### src/rtl/axi_stream_interconnect_m2s_auto_head.sv
// Round-robin many-to-one AXI-stream packet mux that prefixes every packet with a
// HEAD_DUMMY-word big-endian header carrying the winning source index.
module axi_stream_interconnect_m2s_auto_head #(
    parameter int HEAD_DUMMY = 4,
    parameter int NUM        = 4,
    parameter int DSIZE      = 8
) (
    input  logic                          aclk,
    input  logic                          aresetn,
    input  logic [NUM-1:0][DSIZE-1:0]     sub_rx_axis_tdata,
    input  logic [NUM-1:0]                sub_rx_axis_tvalid,
    output logic [NUM-1:0]                sub_rx_axis_tready,
    input  logic [NUM-1:0]                sub_rx_axis_tlast,
    output logic [DSIZE-1:0]              master_axis_tdata,
    output logic                          master_axis_tvalid,
    input  logic                          master_axis_tready,
    output logic                          master_axis_tlast,
    output logic [(DSIZE+7)/8-1:0]        master_axis_tkeep,
    output logic                          master_axis_tuser
);
    localparam int GW = $clog2(NUM);
    localparam int HW = $clog2(HEAD_DUMMY + 1);
    localparam int HB = DSIZE * HEAD_DUMMY;

    localparam logic [1:0] S_IDLE = 2'd0;
    localparam logic [1:0] S_HEAD = 2'd1;
    localparam logic [1:0] S_BODY = 2'd2;

    logic [1:0]    state_q, state_d;
    logic [GW-1:0] grant_q, grant_d;
    logic [GW-1:0] last_grant_q, last_grant_d;
    logic [HW-1:0] hcnt_q, hcnt_d;

    logic          found_hi, found_lo;
    logic [GW-1:0] pick_hi, pick_lo, pick;
    logic [HB-1:0] hdr, hdr_sh;
    logic          body_hs;

    // Two-pass search: first valid index above last_grant, else the lowest valid index.
    always_comb begin
        found_hi = 1'b0;
        found_lo = 1'b0;
        pick_hi  = '0;
        pick_lo  = '0;
        for (int j = 0; j < NUM; j++) begin
            if (!found_hi && sub_rx_axis_tvalid[j] && (GW'(j) > last_grant_q)) begin
                found_hi = 1'b1;
                pick_hi  = GW'(j);
            end
            if (!found_lo && sub_rx_axis_tvalid[j]) begin
                found_lo = 1'b1;
                pick_lo  = GW'(j);
            end
        end
        pick = found_hi ? pick_hi : pick_lo;
    end

    // Header is the grant zero-extended over HB bits, emitted MSB word first.
    always_comb begin
        hdr          = '0;
        hdr[GW-1:0]  = grant_q;
        hdr_sh       = hdr >> (DSIZE * (HEAD_DUMMY - 1 - int'(hcnt_q)));
    end

    always_comb begin
        master_axis_tdata  = '0;
        master_axis_tvalid = 1'b0;
        master_axis_tlast  = 1'b0;
        master_axis_tkeep  = '1;
        master_axis_tuser  = 1'b0;
        sub_rx_axis_tready = '0;
        case (state_q)
            S_HEAD: begin
                master_axis_tvalid = 1'b1;
                master_axis_tdata  = hdr_sh[DSIZE-1:0];
            end
            S_BODY: begin
                master_axis_tdata           = sub_rx_axis_tdata[grant_q];
                master_axis_tvalid          = sub_rx_axis_tvalid[grant_q];
                master_axis_tlast           = sub_rx_axis_tlast[grant_q];
                sub_rx_axis_tready[grant_q] = master_axis_tready;
            end
            default: ;
        endcase
    end

    assign body_hs = sub_rx_axis_tvalid[grant_q] & master_axis_tready & sub_rx_axis_tlast[grant_q];

    always_comb begin
        state_d      = state_q;
        grant_d      = grant_q;
        last_grant_d = last_grant_q;
        hcnt_d       = hcnt_q;
        case (state_q)
            S_IDLE: begin
                hcnt_d = '0;
                if (|sub_rx_axis_tvalid) begin
                    grant_d      = pick;
                    last_grant_d = pick;
                    state_d      = S_HEAD;
                end
            end
            S_HEAD: begin
                if (master_axis_tready) begin
                    hcnt_d = hcnt_q + 1'b1;
                    if (hcnt_q == HW'(HEAD_DUMMY - 1))
                        state_d = S_BODY;
                end
            end
            S_BODY: begin
                if (body_hs)
                    state_d = S_IDLE;
            end
            default: state_d = S_IDLE;
        endcase
    end

    always_ff @(posedge aclk or negedge aresetn) begin
        if (!aresetn) begin
            state_q      <= S_IDLE;
            grant_q      <= '0;
            last_grant_q <= GW'(NUM - 1);
            hcnt_q       <= '0;
        end else begin
            state_q      <= state_d;
            grant_q      <= grant_d;
            last_grant_q <= last_grant_d;
            hcnt_q       <= hcnt_d;
        end
    end
endmodule

### config.mk
export PLATFORM = sky130hd
export DESIGN_NAME = axi_stream_interconnect_m2s_auto_head
export DESIGN_NICKNAME = d
export VERILOG_FILES = /design/src/rtl/axi_stream_interconnect_m2s_auto_head.sv
export SDC_FILE = /design/constraint.sdc
export NUM_CORES = 1
export LEC_CHECK = 0
export CORE_MARGIN = 3
export CORE_UTILIZATION = 37
export DETAILED_ROUTE_END_ITERATION = 12
export GPL_TIMING_DRIVEN = 0
export PLACE_DENSITY = 0.8
export SYNTH_ARGS = -nofsm -noshare
export SYNTH_HDL_FRONTEND = slang
export SYNTH_SLANG_ARGS = --single-unit
### constraint.sdc
create_clock -name aclk -period 2.1 [get_ports aclk]
set_clock_uncertainty 0.2 [all_clocks]
set_input_delay 0.42 -clock aclk [delete_from_list [all_inputs] [get_ports aclk]]
set_output_delay 0.42 -clock aclk [all_outputs]
set_load 0.01 [all_outputs]
==> results.py <==
metrics = {
    "outcome": {
        "status": "complete, but fails checks",
        "failed_checks": "setup timing",
    },
    "setup_path": {
        "crit_path_max_fanout": 5,
        "end_kind": "output port",
        "critPathBufInv": 3,
        "crit_chain": "buf_6 > buf_12 > mux4_2 > a32o_1 > buf_2",
        "worstSetupStartpointType": "flip-flop",
        "cp.arrival_ps": 1700,
        "worstSetupPathType": "flip-flop to output port",
        "path_delay_family": "multiplexers",
        "crit_required_ps": 1480,
        "crit_slowest_cell": "mux4_2",
        "max_stage_delay_ps": 480,
    },
    "logic_synthesis": {
        "synth_area_um2": 960,
        "synth_seq_cells": 9,
        "synth_top_family_by_area": "multiplexers",
        "synth-seq-area-share_pct": 23.7,
        "synth_top_area_share_pct": 21.1,
        "ys.flop_type": "dfrtp_1",
        "synthXorXnorAreaFrac_pct": 0.913,
        "synth_edf_count": 0,
        "synth-async-reset-ratio_pct": 100,
        "synth_cells": 98,
        "syn-num-nets": 146,
        "syn_area_per_cell_um2": 9.79,
        "synthAdderAreaFrac_pct": 6.52,
        "synthMuxAreaShare_pct": 28.4,
        "synthTopCellsByArea": "mux4_2 21%, dfrtp_1 18%, ha_1 6.5%",
        "synth_area_leader_cell": "mux4_2",
        "synth_compound_area_share_pct": 11.3,
        "synth.distinct_cells": 35,
        "yosysWarnings": 0,
        "yosys.area_share.simple_pct": 19.9,
    },
    "cells_and_area": {
        "utilization_pct": 75.3,
        "syn_to_final_growth_pct": 83.6,
        "nNetsFinal": 217,
        "drive_above_1_share_pct": 41.1,
        "layout_commonest_cell": "clkdlybuf4s50_1",
        "layout_common_cells": "33 x clkdlybuf4s50_1, 14 x buf_4, 10 x mux4_2, 9 x buf_2",
        "antenna_cells": 0,
    },
    "sta": {
        "finalHoldViolations": 0,
        "drv_slew": 0,
        "rsz0062_at_grt": "yes",
        "timing.fmax_mhz": 432,
        "setup-violations-final": 12,
        "min_period_ps": 2320,
        "setup_ws_ps": -217,
        "hold_ws_ps": 243,
        "fin_crit_sh_pct": 110,
    },
    "routing": {
        "vias": 1073,
        "totalWireLength_um": 3290,
        "drt_first_pass_iters": 4,
        "drc": 0,
        "viasPerCell": 5.47,
        "wire_per_inst_um": 16.8,
        "ant_nets": 0,
        "drt_iter0_markers": 21,
    },
    "floorplanning": {
        "core-area_um2": 2340,
        "initial_core_util_pct": 41.0,
        "die_area_um2": 3240,
        "fp-row-count": 17,
        "io_pins": 59,
        "die_h_um": 56.9,
        "die_w_um": 56.9,
    },
    "hold_path": {
        "hold_class": "input port to asynchronous set/reset pin",
    },
    "cts": {
        "cts-root-buf": "clkbuf_4",
        "htreeDepth": 1,
        "numCtsBuffers": 3,
        "clk_latency_ps": 270,
        "path_clk_slew_ps": 60,
        "cts_sinks": 9,
        "cts_hold_repair.buffers": 0,
        "clockBufferDepth": 2,
        "cts_tree": "done",
    },
    "placement": {
        "gp_congestion": 0.802,
        "hpwlAfterDp_um": 2390,
        "io_buffers": 55,
    },
    "grt": {
        "grt_overflow": 0,
        "antenna_found_initial": 0,
        "grt_pass1_vias": 1140,
        "grt_max_degree": 11,
        "grt_pass1_wl_um": 5260,
        "track_usage_pct": 20.9,
    },
    "power_and_ir_drop": {
        "irDropWorstVdd_mv": 0.869,
        "cellLeakagePower_nw": 0.778,
        "powerDensity_nw_per_um2": 1170,
    },
    "run": {
        "max_cap_violations": 0,
    },
}
## metrics by stage
stage | cells | area [µm²] | total power (W) | setup slack, ps | TNS [ps]
5_1_grt | 196 | 1760 | 0.00221 | -286 | -2740
4_1_cts | 196 | 1690 | 0.00196 | -224 | -1900
2_1_floorplan | 98 | 960 | 0.00108 | 87.8 | 0
3_3_place_gp | 181 | 1550 | 0.00140 | -588 | -6700
6_report | 196 | 1760 | 0.00207 | -217 | -1950
3_5_place_dp | 181 | 1550 | 0.00145 | -688 | -7420
## cell usage after synthesis, drive strengths merged, types with 3 or more instances
cell type and count:
nor2 6, mux4 10, buf 6, nor3 3
inv 5, ha 5, dfrtp 7, nand3 3
clkbuf 4, and3 6, o21ai 3, nand2b 5
mux2 3, nand2 8
## cell type report
| type | instances | area (µm²) |
|---|---|---|
| multi-input cells | 74 | 753 |
| repair buffers | 68 | 616 |
| fillers | 164 | 578 |
| flip-flops and latches | 9 | 228 |
| plain buffers | 8 | 85.1 |
| well taps | 28 | 35.0 |
| clock buffers | 4 | 26.3 |
| inverters | 5 | 18.8 |
## final timing paths
check / start / endpoint / slack (ps) / depth (start not counted)
max in group asynchronous: aresetn / last_grant_q[0] / 1130 / 1
max: grant_q[0] / master_axis_tdata[1] / -220 / 5
min reg2reg: last_grant_q[1] / last_grant_q[1] / 340 / 2
min: aresetn / state_q[1] / 240 / 1
min in group aclk: last_grant_q[1] / last_grant_q[1] / 340 / 2
max reg2reg: grant_q[0] / state_q[0] / -130 / 8
## power breakdown
group | switching (W) | internal, W | leakage (nW)
combinational | 0.000669 | 0.000913 | 0.655
sequential | 0.0000700 | 0.000270 | 0.108
clock | 0.0000699 | 0.0000738 | 0.0150
## state kept, by name, indices dropped and copies added, names as in the netlist
register      count
grant_q           2
hcnt_q            3
last_grant_q      2
state_q           2
## layer usage
| layer | GRT usage, % | share of wire (%) | vias to the layer above |
|---|---|---|---|
| met5 | 0 | 0 | - |
| met4 | 5.30 | 2.0 | 0 |
| met3 | 4.75 | 6.3 | 9 |
| met2 | 40.3 | 57 | 53 |
| met1 | 22.8 | 35 | 510 |
| li1 | - | - | 501 |
## cells by family (layout without fill, tap and decap cells)
group           count (synthesis)  in the layout
other cells                     2              2
simple gates                   37             37
compound gates                 15             15
mux                            14             14
flops                           9              9
buf+inv                        15             85
fa+ha+maj                       5              5
xor+xnor                        1              1
## repair_timing
action / 4_1_cts / 5_1_grt
resized for setup: 88 / 15
setup endpoints to repair: 16 / 15
pin swaps: 15 / 1
setup buffers: 13 / 0
(Power assumes the default switching activity.)
